--- src/rtl/ui_pkg.sv ---
// Shared encodings and default timing for the clock/stopwatch user interface.
package ui_pkg;

  typedef enum logic [1:0] {
    MODE_CLOCK  = 2'd0,
    MODE_SET    = 2'd1,
    MODE_SWATCH = 2'd2
  } mode_e;

  typedef enum logic [1:0] {
    FLD_SEC  = 2'd0,
    FLD_MIN  = 2'd1,
    FLD_HOUR = 2'd2,
    FLD_DAY  = 2'd3
  } fld_e;

  localparam logic [7:0] BLANK = 8'hFF;

  localparam int HOLD_DLY_DEF  = 500;
  localparam int RPT_PER_DEF   = 100;
  localparam int BLINK_PER_DEF = 500;
  localparam int SET_TMO_DEF   = 10000;

  function automatic mode_e next_mode(input mode_e m);
    case (m)
      MODE_CLOCK: return MODE_SET;
      MODE_SET:   return MODE_SWATCH;
      default:    return MODE_CLOCK;
    endcase
  endfunction

endpackage

--- src/rtl/key_edge.sv ---
// Key front end: 3-stage shift synchronizer with press-edge and held outputs.
module key_edge (
  input  logic clk_i,
  input  logic rst_ni,
  input  logic key_i,
  output logic press_o,
  output logic held_o
);

  logic [2:0] sync_q, sync_d;

  assign sync_d = {sync_q[1:0], key_i};

  // Keys are active-low, so idle is all ones.
  always_ff @(posedge clk_i or negedge rst_ni) begin
    if (!rst_ni) sync_q <= 3'b111;
    else         sync_q <= sync_d;
  end

  assign press_o = sync_q[2] & ~sync_q[1];
  assign held_o  = ~sync_q[1];

endmodule

--- src/rtl/mode_ctrl.sv ---
// Mode state machine, set-mode edit commands with auto-repeat, blink and display mux.
module mode_ctrl
  import ui_pkg::*;
#(
  parameter int HOLD_DLY  = HOLD_DLY_DEF,
  parameter int RPT_PER   = RPT_PER_DEF,
  parameter int BLINK_PER = BLINK_PER_DEF,
  parameter int SET_TMO   = SET_TMO_DEF
) (
  input  logic       CLK1K,
  input  logic       RSTN,
  input  logic       KEY0,
  input  logic       KEY1,
  input  logic       KEY2,
  input  logic [7:0] CLK_SEC,
  input  logic [7:0] CLK_MIN,
  input  logic [7:0] CLK_HOUR,
  input  logic [7:0] CLK_DAY,
  input  logic [7:0] SW_SEC,
  input  logic [7:0] SW_MIN,
  input  logic [7:0] SW_HOUR,
  input  logic [7:0] SW_DAY,
  output logic [1:0] MODE,
  output logic [1:0] SET_SEL,
  output logic       INC,
  output logic [7:0] DISP_L,
  output logic [7:0] DISP_R,
  output logic       BLINK
);

  localparam int HW = $clog2(HOLD_DLY + 1);
  localparam int BW = $clog2(BLINK_PER);
  localparam int TW = $clog2(SET_TMO);

  localparam logic [HW-1:0] HOLD_END    = HW'(HOLD_DLY);
  localparam logic [HW-1:0] HOLD_RELOAD = HW'(HOLD_DLY - RPT_PER + 1);
  localparam logic [BW-1:0] BLINK_LAST  = BW'(BLINK_PER - 1);
  localparam logic [BW-1:0] BLINK_HALF  = BW'(BLINK_PER / 2);
  localparam logic [TW-1:0] TMO_LAST    = TW'(SET_TMO - 1);

  logic [2:0] press, held;
  logic       unused_held;

  key_edge u_key0 (.clk_i(CLK1K), .rst_ni(RSTN), .key_i(KEY0), .press_o(press[0]), .held_o(held[0]));
  key_edge u_key1 (.clk_i(CLK1K), .rst_ni(RSTN), .key_i(KEY1), .press_o(press[1]), .held_o(held[1]));
  key_edge u_key2 (.clk_i(CLK1K), .rst_ni(RSTN), .key_i(KEY2), .press_o(press[2]), .held_o(held[2]));

  assign unused_held = &{1'b0, held[1:0]};

  mode_e         mode_q, mode_d;
  logic [1:0]    sel_q, sel_d;
  logic          page_q, page_d;
  logic          inc_q, inc_d;
  logic [HW-1:0] hold_q, hold_d;
  logic [BW-1:0] blink_q, blink_d;
  logic [TW-1:0] tmo_q, tmo_d;
  logic [7:0]    disp_l_q, disp_l_d, disp_r_q, disp_r_d;

  logic       in_set, timeout, any_press, blink_on, page_eff, inc_accept;
  logic [7:0] src_day, src_hour, src_min, src_sec;

  assign in_set     = (mode_q == MODE_SET);
  assign any_press  = |press;
  assign timeout    = in_set && (tmo_q == TMO_LAST);
  assign blink_on   = (blink_q < BLINK_HALF);
  assign inc_accept = in_set && press[2] && !press[1] && !press[0] && !timeout;

  always_ff @(posedge CLK1K or negedge RSTN) begin
    if (!RSTN) begin
      mode_q   <= MODE_CLOCK;
      sel_q    <= FLD_SEC;
      page_q   <= 1'b0;
      inc_q    <= 1'b0;
      hold_q   <= '0;
      blink_q  <= '0;
      tmo_q    <= '0;
      disp_l_q <= 8'h00;
      disp_r_q <= 8'h00;
    end else begin
      mode_q   <= mode_d;
      sel_q    <= sel_d;
      page_q   <= page_d;
      inc_q    <= inc_d;
      hold_q   <= hold_d;
      blink_q  <= blink_d;
      tmo_q    <= tmo_d;
      disp_l_q <= disp_l_d;
      disp_r_q <= disp_r_d;
    end
  end

  // Timeout beats every key; among keys KEY0 > KEY1 > KEY2.
  always_comb begin : fsm_next
    mode_d = mode_q;
    sel_d  = sel_q;
    page_d = page_q;
    inc_d  = 1'b0;
    if (timeout) begin
      mode_d = MODE_CLOCK;
    end else if (press[0]) begin
      mode_d = next_mode(mode_q);
      if (mode_q == MODE_CLOCK) begin
        sel_d  = FLD_SEC;
        page_d = 1'b0;
      end
    end else if (press[1]) begin
      if (in_set) sel_d = sel_q + 2'd1;
      else        page_d = ~page_q;
    end else if (inc_accept) begin
      inc_d = 1'b1;
    end
    if (in_set && held[2] && !timeout && !press[0] && (hold_q == HOLD_END)) inc_d = 1'b1;
  end

  // hold_q counts cycles since the accepted KEY2 press; zero means no repeat armed.
  always_comb begin : counters_next
    hold_d = '0;
    if (in_set && held[2]) begin
      if (inc_accept)              hold_d = HW'(1);
      else if (hold_q == HOLD_END) hold_d = HOLD_RELOAD;
      else if (hold_q != '0)       hold_d = hold_q + 1'b1;
    end
    tmo_d = '0;
    if (in_set && !any_press) tmo_d = tmo_q + 1'b1;
    blink_d = (blink_q == BLINK_LAST) ? '0 : blink_q + 1'b1;
    if ((in_set && any_press) || (mode_q == MODE_CLOCK && press[0])) blink_d = '0;
  end

  always_comb begin : disp_next
    src_day  = CLK_DAY;
    src_hour = CLK_HOUR;
    src_min  = CLK_MIN;
    src_sec  = CLK_SEC;
    if (mode_q == MODE_SWATCH) begin
      src_day  = SW_DAY;
      src_hour = SW_HOUR;
      src_min  = SW_MIN;
      src_sec  = SW_SEC;
    end
    page_eff = in_set ? sel_q[1] : page_q;
    disp_l_d = page_eff ? src_day  : src_min;
    disp_r_d = page_eff ? src_hour : src_sec;
    // Odd fields (MIN, DAY) sit on the left byte of their page.
    if (in_set && !blink_on) begin
      if (sel_q[0]) disp_l_d = BLANK;
      else          disp_r_d = BLANK;
    end
  end

  assign MODE    = mode_q;
  assign SET_SEL = sel_q;
  assign INC     = inc_q;
  assign BLINK   = blink_on;
  assign DISP_L  = disp_l_q;
  assign DISP_R  = disp_r_q;

endmodule
--- config.mk ---
export PLATFORM = sky130hd
export DESIGN_NAME = mode_ctrl
export DESIGN_NICKNAME = d
export VERILOG_FILES = /design/src/rtl/ui_pkg.sv /design/src/rtl/key_edge.sv /design/src/rtl/mode_ctrl.sv
export SDC_FILE = /design/constraint.sdc
export NUM_CORES = 1
export LEC_CHECK = 0
export CELL_PAD_IN_SITES_DETAIL_PLACEMENT = 1
export CELL_PAD_IN_SITES_GLOBAL_PLACEMENT = 1
export CORE_UTILIZATION = 37
export DETAILED_ROUTE_END_ITERATION = 8
export GPL_TIMING_DRIVEN = 1
export PLACE_DENSITY_LB_ADDON = 0.08
export REMOVE_ABC_BUFFERS = 1
export SYNTH_ARGS = -nofsm -noshare
export SYNTH_HDL_FRONTEND = slang
export SYNTH_SLANG_ARGS = --single-unit
export TNS_END_PERCENT = 20
--- constraint.sdc ---
create_clock -name CLK1K -period 2.65 [get_ports CLK1K]
set_input_delay 0.3975 -clock CLK1K [delete_from_list [all_inputs] [get_ports CLK1K]]
set_output_delay 0.3975 -clock CLK1K [all_outputs]
set_load 0.005 [all_outputs]
==> flow_summary.yaml <==
critical_path:
  timing.rr.end: "hold_q[6]"
  cpMaxStageDelayCell: "clkdlybuf4s50_1"
  critPathBufInv: 2
  worst-endpoint-arrival_ns: 1.87
  rrSetupSlack_ns: 0.58
  path_cells: "buf_4 -> clkdlybuf4s50_1"
  worstSetupStartpointType: "register"
  end_kind: "output port"
  reg2reg_depth: 4
  crit_type: "register to output port"
  cp_top_family: "buffers and inverters"
  required_ns: 2.25
  crit_fanout: 32
  cpPeakStageDelay_ns: 0.59
  r2r_start: "tmo_q[5]"
clock_network:
  clk-insertion-delay-late_ns: 0.34
  cts.sinks: 63
  holdBufCountCts: 0
  cts_resized: 0
  root_buffer: "clkbuf_8"
  post-cts-setup-buffers: 0
  cts_made_buffers: 9
  clockBufferDepth: 2
  clk_pin_slew_ns: 0.08
  h-tree-depth: 3
  cts_tree: "yes"
place:
  gp_congestion: 0.7883
  place_ws_ns: 0.5943
  hpwl_mm: 6.546
  io_buffers: 90
floorplan:
  io_pins: 91
  die_w_um: 96.84
  coreArea_sq_um: 8721
  dieArea_sq_um: 9378
  initial_utilization: 0.3816
  die_height_um: 96.84
  rows: 34
logic_synthesis:
  ys_types: 47
  synth_common_cells: "dfrtp_1 (54), nor2_1 (28), nand3_1 (26)"
  syn_inst: 335
  async_flop_share: 1.000
  yosysSeqAreaShare: 0.4771
  syn_area_per_cell_sq_um: 9.935
  synth_edf_count: 0
  post-synth-top-area-fraction: 0.4060
  synth_top_area_cell: "dfrtp_1"
  synth_area_leaders: "dfrtp_1 (41%), dfstp_2 (7.1%), xnor2_1 (5.0%)"
  ys_ff_latch: 63
  yosys_warnings: 0
  synth_area_sq_um: 3328
  ys.flop_type: "dfrtp_1"
  synth.most_common_cell: "dfrtp_1"
run_status:
  outcome: "finished, final reports clean"
pwr:
  clock_power_share: 0.269
  peakVddDrop_v: 0.0004403
  power_frac_comb: 0.380
  finalPower_mw: 3.658
  switching_power_mw: 1.165
  cellPowerDensity_nw_per_um2: 796.8
  power.leakage_nw: 1.835
  intPower_mw: 2.493
  switching_share: 0.3184
  seqPwrFrac: 0.352
sta:
  fin_crit_sh: 0.8555
  hold_viol_final: 0
  slew_violations: 0
  worst-slew-pin-transition_ns: 0.9467
  rsz0062_at_grt: "no"
  fin_crit_ns: 2.267
  setup_tns_ns: 0
  setup_viol: 0
  setup_ws_ns: 0.3829
  fmax_mhz: 441.1
  relSlewSlack: 0.3685
  fin_skew_ns: 0.01452
global_route:
  grt_usage: 0.1999
  grt_max_degree: 33
  grt_pass1_wl_mm: 15.01
  grt_pass1_vias: 3038
  grt_overflow: 0
  antenna_found_initial: 0
drt:
  wl_per_cell_um: 16.62
  drc: 0
  drt_pre_antenna_iters: 4
  avgViaCountPerCell: 5.349
  antenna_left: 0
  routed_wl_mm: 8.991
  dr_total_vias: 2894
  drt_iter0_drc: 94
layout:
  diodes: 0
  fillCellCount: 994
  nets: 501
  area_delta_synth_final_pct: 37.93
  drive_gt1_frac: 0.1039
run:
  max_cap_violations: 0
worst_hold_path:
  hold_path.class: "primary input to async pin"
## power by group through the flow
stage / Clock (mW) / Combinational, mW / Sequential [mW]
after global routing: 1.05 / 1.53 / 1.31
after detailed placement: 0 / 1.40 / 1.30
final: 0.983 / 1.39 / 1.29
after global placement: 0 / 1.38 / 1.29
after CTS: 1.01 / 1.41 / 1.29
after floorplan: 0 / 0.608 / 1.38
## kinds of logic after synthesis
kind of cell | after synthesis | share of synthesized area
compound gates | 48 | 0.1023
fa+ha+maj | 4 | 0.01504
mux | 19 | 0.05978
buf+inv | 24 | 0.02782
flops | 63 | 0.4771
xor+xnor | 26 | 0.06842
simple gates | 151 | 0.2496
## worst reg2reg max path, stage by stage (launching register included)
cell	delay, ns
dfrtp_1	0.44
or4b_4	0.55
nor4_4	0.54
o311ai_4	0.23
nor3_1	0.24
## layout by cell type, fill, tap and decap left out, drive strengths merged, types with 2 or more instances in the layout
cell and n:
clkdlybuf4s50 89, dfrtp 54, nor2 28, nand3 26
nand2 20, xnor2 19, nor3 17, a22oi 16
o21ai 14, nor3b 14, nor2b 13, clkbuf 13
mux2i 12, dfstp 9, buf 9, inv 8
nand4 7, mux2 7, xor2 7, a22o 6
nand2b 5, a21oi 4, ha 4, nor4 4
and3 3, a211oi 2, bufinv 2, and2 2
or4b 2, or4 2, or3 2
## worst max path at each step
stage / slack [ns] / cells after the start / end / start
finish: 0.38 / 2 / MODE[0] / MODE[0]
global route: 0.30 / 2 / MODE[0] / MODE[0]
CTS: 0.37 / 2 / MODE[0] / MODE[0]
detailed placement: 0.59 / 4 / hold_q[6] / tmo_q[5]
global placement: 0.64 / 4 / hold_q[0] / hold_q[4]
floorplan: 0.17 / 4 / DISP_R[0] / MODE[0]
## routing by layer
metal	global-route usage	up-vias	wire length, um
met5	0	-	0
met4	0.05626	0	78
met3	0.06936	7	695
met2	0.3299	83	4376
met1	0.2472	1429	3842
li1	-	1375	-
## per-stage QoR
stage / utilization / hold slack [ns] / instances / cell area [sq um]
CTS: 0.5264 / 0.02975 / 541 / 4591
global placement: 0.4996 / 0.3467 / 525 / 4357
detailed placement: 0.4996 / 0.3500 / 525 / 4357
global route: 0.5264 / 0.04947 / 541 / 4591
finish: 0.5264 / 0.01993 / 541 / 4591
floorplan: - / 0.1019 / 319 / 3266
## registers in the layout (all words and copies together) (netlist names)
register,flops
DISP_L,8
DISP_R,8
INC,1
MODE,2
SET_SEL,2
blink_q,9
hold_q,9
page_q,1
tmo_q,14
u_key0.sync_q,3
u_key1.sync_q,3
u_key2.sync_q,3
## cell type report
type | count | area (sq um) | area share
multi-input combinational | 248 | 1648 | 0.3590
sequential | 63 | 1588 | 0.3459
timing repair buffer | 98 | 955.9 | 0.2082
clock buffer | 13 | 168.9 | 0.03679
tap | 108 | 135.1 | 0.02944
clock inverter | 3 | 65.06 | 0.01417
inverter | 8 | 30.03 | 0.006541
Power figures use the tool's default switching activity.
